--- config.mk ---
export PLATFORM = sky130hd
export DESIGN_NAME = mem_access_unit
export DESIGN_NICKNAME = d
export VERILOG_FILES = /design/src/rtl/mem_access_pkg.sv /design/src/rtl/lane_align.sv /design/src/rtl/mem_access_unit.sv
export SDC_FILE = /design/constraint.sdc
export NUM_CORES = 1
export LEC_CHECK = 0
export ABC_AREA = 1
export BUFFER_PORTS_ARGS = -buffer_cell sky130_fd_sc_hd__buf_4
export CORE_UTILIZATION = 55
export DETAILED_ROUTE_END_ITERATION = 10
export PLACE_DENSITY = 0.81
export SLEW_MARGIN = 20
export SYNTH_ARGS = -nofsm -noshare
export SYNTH_HDL_FRONTEND = slang
export SYNTH_HIERARCHICAL = 1
export SYNTH_SLANG_ARGS = --single-unit
--- constraint.sdc ---
create_clock -name clk -period 3.08 [get_ports clk]
set_input_delay 0.154 -clock clk [delete_from_list [all_inputs] [get_ports clk]]
set_output_delay 0.154 -clock clk [all_outputs]
set_load 0.005 [all_outputs]
--- src/rtl/mem_access_pkg.sv ---
// Shared types for the load/store sequencer: size encodings, FSM states and size decode.
package mem_access_pkg;

    localparam logic [1:0] SZ_B = 2'b00;
    localparam logic [1:0] SZ_H = 2'b01;
    localparam logic [1:0] SZ_W = 2'b10;
    localparam logic [1:0] SZ_D = 2'b11;

    typedef enum logic [2:0] {
        StIdle,
        StRd,
        StRmwRd,
        StRmwWr,
        StWr,
        StDone
    } state_e;

    // Access width in bytes (1, 2, 4 or 8).
    function automatic logic [3:0] size_bytes(input logic [1:0] size);
        return 4'd1 << size;
    endfunction

endpackage

--- src/rtl/lane_align.sv ---
// Big-endian byte-lane extract/extend for loads and lane merge for read-modify-write stores.
module lane_align (
    input  logic [2:0]  offset,
    input  logic [1:0]  size,
    input  logic        sext,
    input  logic [63:0] dword,
    input  logic [63:0] wdata,
    output logic [63:0] load_val,
    output logic [63:0] store_dword
);
    import mem_access_pkg::*;

    logic [6:0]  lane_bits;
    logic [6:0]  off_bits;
    logic [6:0]  pad_bits;
    logic [63:0] top_aligned;
    logic [63:0] lane_mask;
    logic [63:0] ins_data;

    always_comb begin
        lane_bits = {size_bytes(size), 3'b000};
        off_bits  = {1'b0, offset, 3'b000};
        pad_bits  = 7'd64 - lane_bits;

        // Byte o is the most significant lane; shift it to the top, then back down with extension.
        top_aligned = dword << off_bits;
        if (sext) begin
            load_val = $signed(top_aligned) >>> pad_bits;
        end else begin
            load_val = top_aligned >> pad_bits;
        end

        lane_mask   = (64'hFFFF_FFFF_FFFF_FFFF << pad_bits) >> off_bits;
        ins_data    = (wdata << pad_bits) >> off_bits;
        store_dword = (dword & ~lane_mask) | (ins_data & lane_mask);
    end

endmodule

--- src/rtl/mem_access_unit.sv ---
// Load/store sequencer: turns sized EX-stage accesses into aligned doubleword memory cycles,
// using read-modify-write for sub-doubleword stores.
module mem_access_unit #(
    parameter bit CHECK_ALIGN = 1'b1
) (
    input  logic        clk,
    input  logic        reset,
    input  logic        req_valid,
    input  logic        req_rd,
    input  logic        req_wr,
    input  logic [1:0]  req_size,
    input  logic        req_signed,
    input  logic [63:0] req_addr,
    input  logic [63:0] req_wdata,
    output logic        busy,
    output logic        done,
    output logic        fault,
    output logic [63:0] rdata,
    output logic        mem_rd,
    output logic        mem_wr,
    output logic [63:0] mem_addr,
    output logic [63:0] mem_wdata,
    input  logic [63:0] mem_rdata
);
    import mem_access_pkg::*;

    state_e      state_q, state_d;
    logic [63:0] addr_q;
    logic [1:0]  size_q;
    logic        signed_q;
    logic [63:0] wdata_q;
    logic [63:0] buf_q;
    logic [63:0] rdata_q;
    logic        fault_q, fault_d;

    logic [3:0]  req_nbytes;
    logic [3:0]  req_lsb_mask;
    logic        misaligned;
    logic        illegal;
    logic        accept;

    logic [63:0] lane_dword;
    logic [63:0] load_val;
    logic [63:0] store_dword;

    always_comb begin
        req_nbytes   = size_bytes(req_size);
        req_lsb_mask = req_nbytes - 4'd1;
        misaligned   = |(req_addr[2:0] & req_lsb_mask[2:0]);
        illegal      = (req_rd == req_wr);
        accept       = (state_q == StIdle) && req_valid;
    end

    always_comb begin
        state_d = state_q;
        fault_d = fault_q;
        unique case (state_q)
            StIdle: begin
                if (req_valid) begin
                    fault_d = 1'b0;
                    if (illegal || (CHECK_ALIGN && misaligned)) begin
                        state_d = StDone;
                        fault_d = 1'b1;
                    end else if (req_rd) begin
                        state_d = StRd;
                    end else if (req_size == SZ_D) begin
                        state_d = StWr;
                    end else begin
                        state_d = StRmwRd;
                    end
                end
            end
            StRd:    state_d = StDone;
            StRmwRd: state_d = StRmwWr;
            StRmwWr: state_d = StDone;
            StWr:    state_d = StDone;
            StDone:  state_d = StIdle;
            default: state_d = StIdle;
        endcase
    end

    always_ff @(posedge clk) begin
        if (reset) begin
            state_q  <= StIdle;
            addr_q   <= '0;
            size_q   <= SZ_B;
            signed_q <= 1'b0;
            wdata_q  <= '0;
            buf_q    <= '0;
            rdata_q  <= '0;
            fault_q  <= 1'b0;
        end else begin
            state_q <= state_d;
            fault_q <= fault_d;
            if (accept) begin
                addr_q   <= req_addr;
                size_q   <= req_size;
                signed_q <= req_signed;
                wdata_q  <= req_wdata;
            end
            if (state_q == StRmwRd) begin
                buf_q <= mem_rdata;
            end
            if (state_q == StRd) begin
                rdata_q <= load_val;
            end
        end
    end

    // Load path aligns live read data; store path merges into the captured doubleword.
    assign lane_dword = (state_q == StRmwWr) ? buf_q : mem_rdata;

    lane_align u_lane_align (
        .offset      (addr_q[2:0]),
        .size        (size_q),
        .sext        (signed_q),
        .dword       (lane_dword),
        .wdata       (wdata_q),
        .load_val    (load_val),
        .store_dword (store_dword)
    );

    always_comb begin
        busy      = (state_q != StIdle) && (state_q != StDone);
        done      = (state_q == StDone);
        fault     = (state_q == StDone) && fault_q;
        mem_rd    = (state_q == StRd) || (state_q == StRmwRd);
        mem_wr    = (state_q == StRmwWr) || (state_q == StWr);
        mem_addr  = (state_q == StIdle) ? 64'd0 : {addr_q[63:3], 3'b000};
        mem_wdata = 64'd0;
        if (state_q == StRmwWr) begin
            mem_wdata = store_dword;
        end else if (state_q == StWr) begin
            mem_wdata = wdata_q;
        end
    end

    assign rdata = rdata_q;

endmodule
==> results of run 1 <==
==> metrics by stage <==
stage	hold WS [ps]	instance area, um2	util	setup WS [ps]	cells
3_3_place_gp	403.6	20120	0.6717	154.3	3531
2_1_floorplan	319.1	16900	-	804.4	2875
3_5_place_dp	412.9	20120	0.6717	120.1	3531
4_1_cts	12.86	23130	0.7722	14.08	3785
==> logic make-up after synthesis <==
| family | count (synthesis) |
|---|---|
| and+or+nand+nor | 1159 |
| other | 1 |
| AOI/OAI and AO/OA | 819 |
| DFF | 263 |
| buffers and inverters | 631 |
==> Yosys cell counts <==
master,number,share of area
o21ai_1,70,0.021
nor2_2,3,0.0011
or2_2,1,0.00037
o22ai_1,66,0.024
nand2_1,737,0.16
buf_2,110,0.033
buf_4,20,0.0089
inv_1,407,0.090
o211ai_1,13,0.0058
nand3_1,254,0.075
nand4_1,33,0.012
o21ai_0,368,0.11
buf_1,20,0.0044
inv_2,6,0.0013
nand2_2,3,0.0011
a21o_1,1,0.00044
dfxtp_1,263,0.31
a21oi_1,294,0.087
clkbuf_1,64,0.014
clkinv_1,1,0.00022
a22oi_1,6,0.0027
buf_6,2,0.0013
nor2_1,125,0.028
nor2_4,2,0.0013
nand2_4,1,0.00067
o21a_1,1,0.00044
clkbuf_2,1,0.00030
conb_1,1,0.00022
==> timing repair <==
action,CTS
hold buffers,201
gates resized for setup,11
hold endpoints to repair,196
cloned,2
pin swaps,0
setup endpoints to repair,17
==> impl_metrics.py, run 1 <==
metrics = {
    "placement": {
        "place.gp.congestion": 1.084,
        "portBuffers": 393,
        "dp_hpwl_mm": 57.01,
    },
    "yosys": {
        "syn_area_um2": 16890,
        "synth_fa_ha_area_frac": 0,
        "synth_top_family_by_area": "simple AND/OR/NAND/NOR gates",
        "ys_types": 28,
        "synth-simple-area-share": 0.2836,
        "synth_compound_area_frac": 0.2507,
        "syn_inst": 2873,
        "synthXorXnorAreaFrac": 0,
        "ys_seq_area_frac": 0.3117,
        "synthMuxAreaShare": 0,
        "yosys_warnings": 6,
        "syn_avg_cell_area_um2": 5.879,
        "synth-seq-cells": 263,
    },
    "outcome": {
        "tool.error": "[ERROR GRT-0183] Net _0492_: the 3D maze router ran out of legal paths (heap underflow) - the net is boxed in by local congestion or blockages.",
        "stop_stage": "global routing (5_1_grt)",
        "status": "aborted with a tool error",
    },
    "floorplanning": {
        "start_util": 0.5639,
        "die_w_um": 177.2,
        "fp.dieH_um": 177.2,
        "ios": 397,
        "fp-row-count": 63,
    },
    "clocking": {
        "clock_path_buffers": 3,
        "cts-root-buf": "clkbuf_16",
        "clock_sinks": 263,
        "cts_made_buffers": 28,
        "htreeDepth": 1,
        "cts_setup_buffers": 0,
    },
    "grt": {
        "grt_start_max_net_pins": 130,
        "antenna_found_initial": 21,
    },
    "sta": {
        "endpoint_type": "primary output",
        "grt_repair_worst_endpoint": "mem_wdata[47]",
    },
}
==> run 2, diff against run 1 <==
Settings changed: CORE_UTILIZATION 55 to 40, PLACE_DENSITY 0.81 to not set, PLACE_DENSITY_LB_ADDON set to 0.15.
==> run 2 against run 1 <==
The flow now finishes without violations. Area after synthesis unchanged. Synthesized cell count unchanged.
==> impl_metrics.py, run 2 <==
metrics = {
    "outcome": {
        "status": "completed",
    },
    "sta": {
        "period_needed_ps": 3045,
        "rsz0062_at_grt": "yes",
        "setup_viol": 0,
        "max_slew_margin": 0.2498,
        "hold_viol": 0,
        "drv_slew": 0,
        "finClkSkew_ps": 14.73,
        "fmax_ghz": 0.3284,
        "hold_ws_ps": 32.96,
        "tightest_slew_ps": 1121,
        "finalCritPeriodShare": 0.9885,
    },
    "route": {
        "drtAntennaViolNets": 0,
        "via_per_inst": 5.551,
        "vias": 21940,
        "drc": 0,
        "drtIter0Drc": 2355,
        "post_drt_wl_per_cell_um": 21.59,
        "dr.pass1.iters": 8,
        "wirelength_mm": 85.37,
    },
    "floorplanning": {
        "die_w_um": 207.5,
        "dieArea_um2": 43050,
        "start_util": 0.4100,
        "fp.dieH_um": 207.5,
        "fp-row-count": 74,
        "core_um2": 41200,
        "ios": 397,
    },
    "pwr": {
        "netSwitchingPower_uw": 6326,
        "p_int_uw": 8784,
        "ir_drop_mv": 0.5563,
        "clock_power_share": 0.257,
        "p_total_uw": 15110,
        "leakagePower_uw": 0.01118,
        "p_comb_frac": 0.432,
        "p_seq_frac": 0.312,
        "power.density_nw_per_um2": 635.6,
        "swShare": 0.4187,
    },
    "yosys": {
        "synthDominantCellAreaShare": 0.3117,
        "ys_types": 28,
        "async_flop_share": 0,
        "syn_inst": 2873,
        "synth_top_cell_by_area": "dfxtp_1",
        "yosys_warnings": 6,
        "synthFlopType": "dfxtp_1",
        "syn_avg_cell_area_um2": 5.879,
        "syn_area_um2": 16890,
        "synth_area_leaders": "dfxtp_1 31%, nand2_1 16%, o21ai_0 11%",
        "synth-seq-cells": 263,
        "synth_edf_count": 0,
        "yosysMostFrequentCell": "nand2_1",
        "synthTopCellsByCount": "737 x nand2_1, 407 x inv_1, 368 x o21ai_0, 294 x a21oi_1, 263 x dfxtp_1",
        "ys_seq_area_frac": 0.3117,
    },
    "grt": {
        "antenna_found_initial": 3,
        "grt_pass1_wl_mm": 126.6,
        "grt_overflow": 0,
        "grt_pass1_vias": 20290,
        "grt_start_max_net_pins": 130,
        "grtUsageTotal": 0.3828,
    },
    "clocking": {
        "htreeDepth": 1,
        "cts-root-buf": "clkbuf_16",
        "cts_tree": "built",
        "cts_made_buffers": 30,
        "clk_latency_ps": 600,
        "clk_pin_slew_ps": 70,
        "clock_path_buffers": 3,
        "clock_sinks": 263,
    },
    "setup_path": {
        "cp_num_buf_inv": 4,
        "cp_max_fo": 17,
        "path_class": "flip-flop to output port",
        "critPathLaunchType": "flip-flop",
        "cpPeakStageDelay_ps": 430,
        "worstPathCellList": "nand2_2 -> inv_4 -> buf_4 -> nor2_1 -> o21ai_0 -> nand3_1 -> nand2_1 -> nand3_1 -> inv_1 -> o22ai_1 -> buf_4",
        "cp.required_ps": 2930,
        "critPathCaptureType": "output port",
        "crit_arrival_ps": 2890,
        "cp_top_family": "simple AND/OR/NAND/NOR gates",
        "slowest_stage": "dfxtp_2",
    },
    "placement": {
        "portBuffers": 393,
        "place.gp.congestion": 1.046,
        "dp.cells": 3694,
        "placed_area_um2": 20540,
        "dp_hpwl_mm": 62.01,
    },
    "cells_and_area": {
        "final_core_util": 0.5770,
        "final_cell_mix": "733 x nand2_1, 485 x buf_4, 404 x inv_1",
        "nets": 3599,
        "drive_gt1_frac": 0.1742,
        "num_antenna_cells": 0,
        "post-route-cell-area_um2": 23770,
        "mostFrequentLayoutCell": "nand2_1",
        "syn2layout_area_growth_pct": 40.74,
        "instances_no_fill": 3953,
    },
    "run": {
        "maxCapViolations": 0,
    },
    "hold_path": {
        "min_path_type": "input port to flip-flop",
    },
}
[run 2: cell counts after synthesis]
Identical to the previous run, type by type.
[run 2: layout make-up]
cell class	instances	area, um2
tap	532	665.6
multi-input combinational	1981	9123
timing repair buffer	709	6073
inverter	414	1564
clock inverter	14	205.2
clock buffer	40	868.3
sequential	263	5274
fill	3948	17430
[run 2: worst min-delay path, delay by kind of cell]
kind	cells	cell delay [ps]
AOI/OAI and AO/OA	2	290
buffers and inverters	1	160
[run 2: worst paths after layout]
kind,start,endpoint,slack [ps],depth (start not counted)
max,size_q[0],mem_wdata[12],40,11
min,req_valid,state_q[2],30,3
max reg2reg,state_q[0],rdata[9],140,15
min reg2reg,buf_q[57],buf_q[57],450,2
[run 2: per-layer routing]
metal | share of wire | up-vias | track usage | wire length, um
li1 | - | 10370 | - | -
met1 | 0.41 | 10170 | 0.4943 | 34640
met2 | 0.46 | 1169 | 0.6299 | 38930
met3 | 0.087 | 223 | 0.06051 | 7443
met4 | 0.051 | 6 | 0.1673 | 4316
met5 | 0.00046 | - | 0 | 39
[run 2: per-stage QoR]
| stage | setup WS, ps | TNS, ps |
|---|---|---|
| 3_5_place_dp | 252.8 | 0 |
| 4_1_cts | 0.1752 | 0 |
| 3_3_place_gp | 228.4 | 0 |
| 5_1_grt | -20.73 | -39.24 |
| 2_1_floorplan | 804.4 | 0 |
| 6_report | 35.32 | 0 |
[run 2: cell families (layout without fill, tap and decap cells)]
| logic type | after synthesis | in the layout | synth area share |
|---|---|---|---|
| AOI/OAI and AO/OA | 819 | 819 | 0.2507 |
| buffers and inverters | 631 | 1177 | 0.1538 |
| DFF | 263 | 263 | 0.3117 |
| other | 1 | 3 | 0.0002220 |
| and+or+nand+nor | 1159 | 1159 | 0.2836 |
[run 2: what timing repair did]
action | CTS | global route
endpoints found under the setup margin | 39 | 40
hold endpoints to repair | 199 | 0
gates cloned | 0 | 1
pin swaps | 0 | 2
gates resized for setup | 11 | 33
hold buffers | 201 | 0
setup buffers | 0 | 3
[run 2: power by group through the flow]
| stage | Sequential, uW | Combinational (uW) | Clock, uW |
|---|---|---|---|
| floorplan | 4490 | 3430 | 0 |
| global placement | 4740 | 5980 | 0 |
| detailed placement | 4750 | 6010 | 0 |
| CTS | 4680 | 6260 | 3940 |
| global route | 4760 | 7020 | 4070 |
| finish | 4710 | 6520 | 3880 |
Note: power is estimated with default switching activity, not from simulation.
==> run 3, diff against run 2 <==
==> constraint.sdc (replaced) <==
create_clock -name clk -period 3.08 [get_ports clk]
set_input_delay 0.616 -clock clk [delete_from_list [all_inputs] [get_ports clk]]
set_output_delay 0.616 -clock clk [all_outputs]
set_load 0.005 [all_outputs]
==> run 3 against run 2 <==
Largest power group unchanged. Fmax decreased by 6.0%. Flip-flop and latch count unchanged. First-iteration DRC count increased by 0.30%. The flow now finishes with violations (negative setup slack). Combinational power increased by 6.0%. Final cell count decreased by 3.4%. Register-to-register slack improved by 60 ps. Clock skew increased by 7.5 ps. Total power increased by 1.8%. Final area decreased by 0.52%. Sequential power decreased by 1%. Largest cell class unchanged. Non-clock buffer count decreased by 134.
==> impl_metrics.py, run 3 (synthesis gave the netlist of run 2 again) <==
metrics = {
    "outcome": {
        "status": "finished with violations",
        "violations": "negative setup slack",
    },
    "cells_and_area": {
        "final_cell_mix": "653 x nand2_1, 521 x buf_4, 380 x inv_1",
        "post-route-cell-area_um2": 23650,
        "mostFrequentLayoutCell": "nand2_1",
        "nets": 3466,
        "fillers": 4103,
        "num_antenna_cells": 0,
        "syn2layout_area_growth_pct": 40.01,
        "drive_gt1_frac": 0.2768,
        "instances_no_fill": 3820,
    },
    "sta": {
        "hold_viol": 0,
        "tightest_slew_ps": 911.3,
        "finClkSkew_ps": 22.21,
        "rsz0062_at_grt": "yes",
        "layout_setup_ws_ps": -160.7,
        "period_needed_ps": 3241,
        "fmax_ghz": 0.3086,
        "finalSetupTns_ps": -4897,
        "setup_viol": 53,
        "drv_slew": 0,
        "max_slew_margin": 0.3902,
        "finalCritPeriodShare": 1.052,
    },
    "clocking": {
        "cts_made_buffers": 30,
        "htreeDepth": 1,
        "clk_pin_slew_ps": 60,
        "ctsHoldBuffers": 0,
        "clock_sinks": 263,
        "cts-root-buf": "clkbuf_16",
        "clock_path_buffers": 3,
        "cts_tree": "built",
        "clk_latency_ps": 620,
    },
    "pwr": {
        "p_int_uw": 8902,
        "clock_power_share": 0.248,
        "netSwitchingPower_uw": 6478,
        "p_comb_frac": 0.449,
        "p_seq_frac": 0.303,
        "leakagePower_uw": 0.01106,
        "swShare": 0.4212,
        "ir_drop_mv": 0.5107,
        "power.density_nw_per_um2": 650.3,
    },
    "route": {
        "dr.pass1.iters": 7,
        "drc": 0,
        "post_drt_wl_per_cell_um": 21.68,
        "drtAntennaViolNets": 0,
        "drtIter0Drc": 2362,
        "vias": 21340,
        "via_per_inst": 5.587,
        "wirelength_mm": 82.81,
    },
    "grt": {
        "grt_pass1_wl_mm": 120.3,
        "grt_overflow": 0,
        "grt_start_max_net_pins": 130,
        "antenna_found_initial": 1,
        "grtUsageTotal": 0.3640,
        "grt_pass1_vias": 19610,
    },
    "placement": {
        "dp.cells": 3711,
        "place.gp.congestion": 1.046,
        "pre_cts_ws_ps": -120.8,
        "dp_hpwl_mm": 62.73,
        "portBuffers": 393,
        "placed_area_um2": 20650,
    },
    "floorplanning": {
        "ios": 397,
        "start_util": 0.4100,
        "die_w_um": 207.5,
        "dieArea_um2": 43050,
        "fp-row-count": 74,
        "core_um2": 41200,
        "fp.dieH_um": 207.5,
    },
    "run": {
        "maxCapViolations": 0,
    },
    "setup_path": {
        "slowest_stage": "dfxtp_4",
        "reg2reg_slack_ps": 200,
        "crit_arrival_ps": 2620,
        "cp.required_ps": 2460,
        "cp_max_fo": 6,
        "path_class": "flip-flop to output port",
        "cpPeakStageDelay_ps": 440,
        "critPathLaunchType": "flip-flop",
        "critPathCaptureType": "output port",
        "worstPathCellList": "clkinv_8 -> nor2_4 -> buf_12 -> clkbuf_16 -> nand2_4 -> nand3_4 -> nand3_2 -> o21ai_2 -> buf_4 -> nand2_1 -> nand3_2 -> inv_1 -> o22ai_2 -> buf_4",
    },
    "hold_path": {
        "min_path_type": "input port to flip-flop",
    },
}
-- run 3: changes by cell type in the layout (fill, tap and decap cells not counted), moves of 26 or more --
| cell | previous run | this run |
|---|---|---|
| buf_4 | 485 | 521 |
| dlygate4sd3_1 | 201 | 0 |
| nand2_1 | 733 | 653 |
| nand2_2 | 6 | 72 |
| nand3_1 | 250 | 202 |
| nand3_2 | 2 | 42 |
| o21ai_0 | 349 | 282 |
| o21ai_2 | 3 | 49 |
| o22ai_1 | 66 | 38 |
| o22ai_2 | 0 | 26 |
-- run 3: final timing paths --
path,start,end,cells past startpoint
setup / recovery,size_q[1],mem_wdata[15],14
hold / removal,reset,addr_q[2],2
setup reg to reg,state_q[2],rdata[1],18
hold reg to reg,rdata[17],rdata[17],2
-- run 3: power by group through the flow --
stage               Combinational, uW  Clock [uW]  Sequential (uW)
finish                           6910        3810             4660
global route                     7440        3980             4710
CTS                              6370        3860             4620
detailed placement               6080           0             4690
global placement                 6060           0             4670
floorplan                        3430           0             4490
-- run 3: area by class of cell --
cell class | count | area, um2 | area share
clock buffer | 43 | 889.6 | 0.03762
sequential | 263 | 5285 | 0.2235
tap | 532 | 665.6 | 0.02815
inverter | 414 | 1588 | 0.06714
multi-input combinational | 1982 | 10240 | 0.4331
clock inverter | 11 | 157.7 | 0.006666
timing repair buffer | 575 | 4821 | 0.2039
-- run 3: what timing repair did --
| item | 4_1_cts | 5_1_grt |
|---|---|---|
| resized for setup | 225 | 221 |
| cloned | 2 | 7 |
| pin swaps | 12 | 49 |
| setup endpoints to repair | 67 | 65 |
| setup buffers | 15 | 32 |
-- run 3: stage by stage --
step	utilization	hold slack [ps]	total power (uW)
3_5_place_dp	0.5011	439.2	10770
2_1_floorplan	-	423.9	7920
3_3_place_gp	0.5011	431.8	10730
4_1_cts	0.5452	238.9	14850
5_1_grt	0.5740	257.3	16130
6_report	0.5740	248.1	15380
-- run 3: per-layer routing --
layer / track usage / share of wire
met3: 0.06293 / 0.089
met1: 0.4717 / 0.41
met4: 0.1619 / 0.052
met5: 0 / 0.00016
met2: 0.5914 / 0.45
-- run 3: worst max-delay path: cells and delay by family, from the launching register on --
family                 cells  cell delay, ps
AOI/OAI and AO/OA          2             270
buffers and inverters      6             730
DFF                        1             440
and+or+nand+nor            6             550
